[src/rtl/mem_port_arbiter.sv]
// mem_port_arbiter: two-requester round-robin port onto a single-port memory, with fill sweep after reset or on request
module mem_port_arbiter #(
  parameter int                 WID_MEM   = 1,
  parameter int                 DEPTH_MEM = 65536,
  parameter logic [WID_MEM-1:0] FILL_VAL  = '0
) (
  input  logic               clk,
  input  logic               reset,
  input  logic               init_start,
  output logic               init_busy,
  input  logic               a_valid,
  input  logic               b_valid,
  output logic               a_ready,
  output logic               b_ready,
  input  logic               a_we,
  input  logic               b_we,
  input  logic [31:0]        a_addr,
  input  logic [31:0]        b_addr,
  input  logic [WID_MEM-1:0] a_wdata,
  input  logic [WID_MEM-1:0] b_wdata,
  output logic               a_rsp_valid,
  output logic               b_rsp_valid,
  output logic [WID_MEM-1:0] a_rdata,
  output logic [WID_MEM-1:0] b_rdata,
  output logic               a_err,
  output logic               b_err,
  output logic [31:0]        mem_raddr,
  output logic [31:0]        mem_waddr,
  output logic               mem_we,
  output logic [WID_MEM-1:0] mem_din,
  input  logic [WID_MEM-1:0] mem_dout
);
  typedef enum logic {INIT, RUN} state_t;
  state_t              r_state, w_state_nxt;
  logic [31:0]         r_cnt, w_cnt_nxt, r_raddr, w_addr;
  logic                r_last_b, r_rsp_a, r_rsp_b, r_rsp_oor;
  logic                w_init, w_run, w_grant_a, w_grant_b, w_grant, w_we, w_oor;
  logic [WID_MEM-1:0]  w_wdata;

  // FSM state and sweep counter; reset restarts the sweep from word 0
  always_ff @(posedge clk or negedge reset) begin
    if (!reset) begin
      r_state <= INIT;
      r_cnt   <= '0;
    end else begin
      r_state <= w_state_nxt;
      r_cnt   <= w_cnt_nxt;
    end
  end

  // Arbitration, next state and all memory/requester outputs
  always_comb begin
    w_init      = reset && (r_state == INIT);
    w_run       = reset && (r_state == RUN);
    w_grant_a   = w_run && a_valid && (!b_valid || r_last_b);
    w_grant_b   = w_run && b_valid && !w_grant_a;
    w_grant     = w_grant_a || w_grant_b;
    w_addr      = w_grant_b ? b_addr : a_addr;
    w_wdata     = w_grant_b ? b_wdata : a_wdata;
    w_we        = w_grant_b ? b_we : a_we;
    w_oor       = w_addr >= 32'(DEPTH_MEM);
    w_state_nxt = r_state;
    w_cnt_nxt   = r_cnt;
    if (r_state == INIT) begin
      w_state_nxt = (r_cnt == 32'(DEPTH_MEM - 1)) ? RUN : INIT;
      w_cnt_nxt   = (r_cnt == 32'(DEPTH_MEM - 1)) ? '0 : r_cnt + 32'd1;
    end else if (init_start) begin
      w_state_nxt = INIT;
      w_cnt_nxt   = '0;
    end
    init_busy   = !w_run;
    a_ready     = w_grant_a;
    b_ready     = w_grant_b;
    a_err       = w_grant_a && w_oor;
    b_err       = w_grant_b && w_oor;
    mem_we      = w_init || (w_grant && w_we && !w_oor);
    mem_waddr   = w_init ? r_cnt : (mem_we ? w_addr : '0);
    mem_din     = w_init ? FILL_VAL : (mem_we ? w_wdata : '0);
    mem_raddr   = (w_grant && !w_we) ? w_addr : r_raddr;
    a_rsp_valid = r_rsp_a;
    b_rsp_valid = r_rsp_b;
    a_rdata     = (r_rsp_a && !r_rsp_oor) ? mem_dout : '0;
    b_rdata     = (r_rsp_b && !r_rsp_oor) ? mem_dout : '0;
  end

  // Round-robin pointer, held read address and one-cycle read response tracking
  always_ff @(posedge clk or negedge reset) begin
    if (!reset) begin
      r_last_b  <= 1'b1;
      r_raddr   <= '0;
      r_rsp_a   <= 1'b0;
      r_rsp_b   <= 1'b0;
      r_rsp_oor <= 1'b0;
    end else begin
      if (w_grant) r_last_b <= w_grant_b;
      r_raddr   <= mem_raddr;
      r_rsp_a   <= w_grant_a && !w_we;
      r_rsp_b   <= w_grant_b && !w_we;
      r_rsp_oor <= w_oor;
    end
  end
endmodule

[config.mk]
export PLATFORM = sky130hd
export DESIGN_NAME = mem_port_arbiter
export DESIGN_NICKNAME = d
export VERILOG_FILES = /design/src/rtl/mem_port_arbiter.sv
export SDC_FILE = /design/constraint.sdc
export NUM_CORES = 1
export LEC_CHECK = 0
export CAP_MARGIN = 25
export CORE_ASPECT_RATIO = 1.5
export CORE_MARGIN = 8
export CORE_UTILIZATION = 40
export CTS_CLUSTER_SIZE = 16
export DETAILED_ROUTE_END_ITERATION = 10
export PLACE_DENSITY_LB_ADDON = 0.08
export SYNTH_ARGS = -nofsm -noshare
export SYNTH_HDL_FRONTEND = slang
export SYNTH_SLANG_ARGS = --single-unit
[constraint.sdc]
create_clock -name clk -period 3.71 [get_ports clk]
set_clock_uncertainty 0.05 [all_clocks]
set_input_delay 1.113 -clock clk [delete_from_list [all_inputs] [get_ports clk]]
set_output_delay 1.113 -clock clk [all_outputs]
set_load 0.02 [all_outputs]
==> PnR_summary.wiki <==
{| class="wikitable"
! Metric !! Value
|-
| Run status || finished, violations left
|-
| Failing checks || setup timing
|-
| All-layer global routing usage || 0.213
|-
| FF+latch count, synth || 69
|-
| Timing-limited maximum frequency || 249 MHz
|-
| Vias per std cell || 5.60
|-
| Net count after synthesis || 534
|-
| Fraction of the core area covered by cells at the end of the flow || 0.697
|-
| Total CTS buffers || 9
|-
| Final-layout setup total negative slack || -5.11 ns
|-
| Clock net sink count || 69
|-
| Top library cells by usage in the layout, fill and taps aside || sky130_fd_sc_hd__buf_4 (76), sky130_fd_sc_hd__dfrtp_1 (68), sky130_fd_sc_hd__nand2_1 (61), sky130_fd_sc_hd__clkdlybuf4s50_1 (49), sky130_fd_sc_hd__buf_6 (37)
|-
| Post-cts hold buffer count || 0
|-
| Number of cells traversed by the worst hold path || 2
|-
| Share of synthesized area occupied by flip-flops and latches || 0.423
|-
| Share of the clock period used by the worst path after layout || 1.08
|-
| Count of vias placed by the detailed router || 4354
|-
| Most frequent standard cell in the layout excluding fill and tap cells || sky130_fd_sc_hd__buf_4
|-
| Top fanout value on the critical path || 6
|-
| Detailed-route DRC error count || 0
|-
| Path depth of the worst reg2reg path || 5
|-
| Max-cap viol count || 0
|-
| Average instance area after synthesis || 8.89 um^2
|-
| Unrepaired setup endpoints after global routing || yes
|-
| Number of iterations in the first detailed-routing pass || 5
|-
| Total core area || 10000 um^2
|-
| Gate count after technology mapping || 459
|-
| Worst setup slack after layout || -0.313 ns
|-
| Final min period || 4.02 ns
|-
| Number of max-slew violations in the final report || 0
|-
| CTS tree || built
|-
| Cell Rows || 45
|-
| Number of synthesis warnings || 0
|-
| Fraction of layout instances using a drive strength above 1 || 0.355
|-
| Routed Antenna Nets || 0
|-
| Area growth from synthesis to layout || 71.1%
|-
| Final global-route overflow total || 0
|-
| Worst min path class || flip-flop to flip-flop
|-
| Gpl congestion || 0.860
|-
| Final hold violation count || 0
|-
| DPL Wire Length || 10.6 mm
|-
| Number of antenna repair diodes || 0
|-
| Pwr dens || 350 nW/um^2
|-
| Slew headroom || 0.403
|-
| Total Wirelength || 15.1 mm
|-
| Setup-violating endpoint count in the final report || 19
|-
| WL per Instance || 19.4 um
|-
| Number of antenna violations at the first check in global routing || 0
|-
| Number of distinct library cells after synthesis || 55
|-
| Power consumption || 2.44 mW
|-
| Cell area after placement || 6050 um^2
|-
| Maximum number of pins on one net before global-route repair || 45
|-
| Insertion delay to the later sink of the worst-skew pair || 0.33 ns
|-
| Die Outline Area || 13800 um^2
|-
| Fraction of registers with async set/reset || 1.00
|-
| Post-layout net count || 730
|-
| Port Buffer Count || 148
|-
| Global-route wire length before repair || 23.5 mm
|-
| CP Class || input port to output pin
|-
| Height of the chip || 140 um
|-
| Transition time at the pin with the least slew margin || 0.896 ns
|-
| Static leakage power || 3.41 nW
|-
| Initial DRC count || 140
|-
| Summed instance area of the synthesized netlist || 4080 um^2
|-
| Final hold slack || 0.422 ns
|-
| Setup crit start kind || input port
|-
| Clock root buffer || sky130_fd_sc_hd__clkbuf_16
|-
| Die X || 98.5 um
|-
| Number of I/O pins || 149
|-
| Post-synth top flop || sky130_fd_sc_hd__dfrtp_1
|-
| Deepest level of the CTS H-tree || 3
|-
| Initial Util || 0.407
|-
| Clock transition at the registers of the reported paths || 0.05 ns
|-
| Maximum number of buffers from clock root to sink || 2
|-
| Crit. End Element || output pin
|-
| Via count of the first global-routing pass || 4514
|-
| Worst ir drop on vdd || 0.237 mV
|-
| Required time worst endpoint || 2.55 ns
|-
| Critical Path AT || 2.86 ns
|-
| Count of flip-flops with a built-in enable after synthesis || 0
|-
| Design area || 6980 um^2
|}
==> metal layers <==
metal	vias to the layer above	routed length, um	global-route usage
met4	0	302	0.0788
met3	23	853	0.0514
met5	-	0	0
met1	2112	5850	0.233
li1	2063	-	-
met2	156	8060	0.383
==> sequential cells by signal, summed over array words and instances, names as in the netlist <==
register / count
r_rsp_oor: 1
b_rsp_valid: 1
r_cnt: 32
a_rsp_valid: 1
r_state: 1
r_last_b: 1
r_raddr: 32
==> per-stage QoR <==
stage          cells  worst slack (ns)
2_1_floorplan    459           -0.0454
3_3_place_gp     752             -1.19
3_5_place_dp     752             -1.23
4_1_cts          780            -0.307
5_1_grt          777            -0.390
6_report         777            -0.313
==> power by group <==
group / total [mW] / internal (mW) / switching, mW
Clock: 0.844 / 0.536 / 0.307
Sequential: 0.946 / 0.842 / 0.104
Combinational: 0.654 / 0.324 / 0.330
Total: 2.44 / 1.70 / 0.741
==> final timing paths <==
path / start / end / slack (ns)
worst max-delay path: a_addr[29] / mem_waddr[2] / -0.31
min in group asynchronous: reset / r_cnt[12]$_DFFE_PN0P_ / 0.84
max in group asynchronous: reset / r_raddr[24]$_DFF_PN0_ / 2.38
worst min register to register: r_raddr[16]$_DFF_PN0_ / r_raddr[16]$_DFF_PN0_ / 0.42
worst min-delay path: r_raddr[16]$_DFF_PN0_ / r_raddr[16]$_DFF_PN0_ / 0.42
worst max register to register: r_cnt[6]$_DFFE_PN0P_ / r_cnt[29]$_DFFE_PN0P_ / 1.38
==> cell families after synthesis <==
kind of cell	synth area share
AO/OA/AOI/OAI	0.176
flip-flops	0.423
AND/OR/NAND/NOR	0.246
buffers and inverters	0.0509
multiplexers	0.0981
XOR/XNOR	0.00215
adder cells (fa/ha/maj)	0.00307
==> synthesized netlist by cell type (3+ instances only) <==
| library cell | n | share of area |
|---|---|---|
| sky130_fd_sc_hd__nand2_1 | 69 | 0.063 |
| sky130_fd_sc_hd__dfrtp_1 | 68 | 0.42 |
| sky130_fd_sc_hd__mux2i_1 | 40 | 0.098 |
| sky130_fd_sc_hd__o21ai_1 | 32 | 0.039 |
| sky130_fd_sc_hd__nand3_1 | 25 | 0.031 |
| sky130_fd_sc_hd__o21ai_0 | 22 | 0.027 |
| sky130_fd_sc_hd__a21oi_1 | 19 | 0.023 |
| sky130_fd_sc_hd__and2_1 | 19 | 0.029 |
| sky130_fd_sc_hd__buf_2 | 13 | 0.016 |
| sky130_fd_sc_hd__clkbuf_1 | 13 | 0.012 |
| sky130_fd_sc_hd__inv_1 | 13 | 0.012 |
| sky130_fd_sc_hd__nand4_1 | 13 | 0.020 |
| sky130_fd_sc_hd__nor4_1 | 11 | 0.017 |
| sky130_fd_sc_hd__a21o_1 | 10 | 0.018 |
| sky130_fd_sc_hd__nor3_1 | 10 | 0.012 |
| sky130_fd_sc_hd__nor2_1 | 9 | 0.0083 |
| sky130_fd_sc_hd__o21ai_2 | 9 | 0.019 |
| sky130_fd_sc_hd__o21bai_1 | 5 | 0.0092 |
| sky130_fd_sc_hd__and3_1 | 4 | 0.0061 |
| sky130_fd_sc_hd__and4_1 | 4 | 0.0086 |
| sky130_fd_sc_hd__nor2b_1 | 4 | 0.0061 |
| sky130_fd_sc_hd__or3_1 | 4 | 0.0061 |
| sky130_fd_sc_hd__a31oi_1 | 3 | 0.0046 |
==> cell type report <==
type / instances / area (um^2)
Fill cell: 769 / 3040
Multi-Input combinational cell: 345 / 2670
Timing Repair Buffer: 216 / 2090
Sequential cell: 69 / 1730
Clock buffer: 12 / 246
Tap cell: 117 / 146
Inverter: 14 / 55.1
Clock inverter: 4 / 47.5
==> critical path, stage by stage <==
cell and delay (ns):
sky130_fd_sc_hd__buf_8 0.10, sky130_fd_sc_hd__nor4_4 0.25, sky130_fd_sc_hd__buf_4 0.15, sky130_fd_sc_hd__nand4_1 0.14, sky130_fd_sc_hd__or3b_1 0.40, sky130_fd_sc_hd__a21o_4 0.27
sky130_fd_sc_hd__buf_12 0.15, sky130_fd_sc_hd__o21ai_2 0.12, sky130_fd_sc_hd__buf_4 0.16
==> timing repair <==
action / CTS / global route
resized for setup: 427 / 73
cloned: 4 / 0
setup endpoints to repair: 54 / 50
setup buffers: 29 / 1
pin swaps: 26 / 9
No activity file was read; power rests on OpenSTA's default activity.
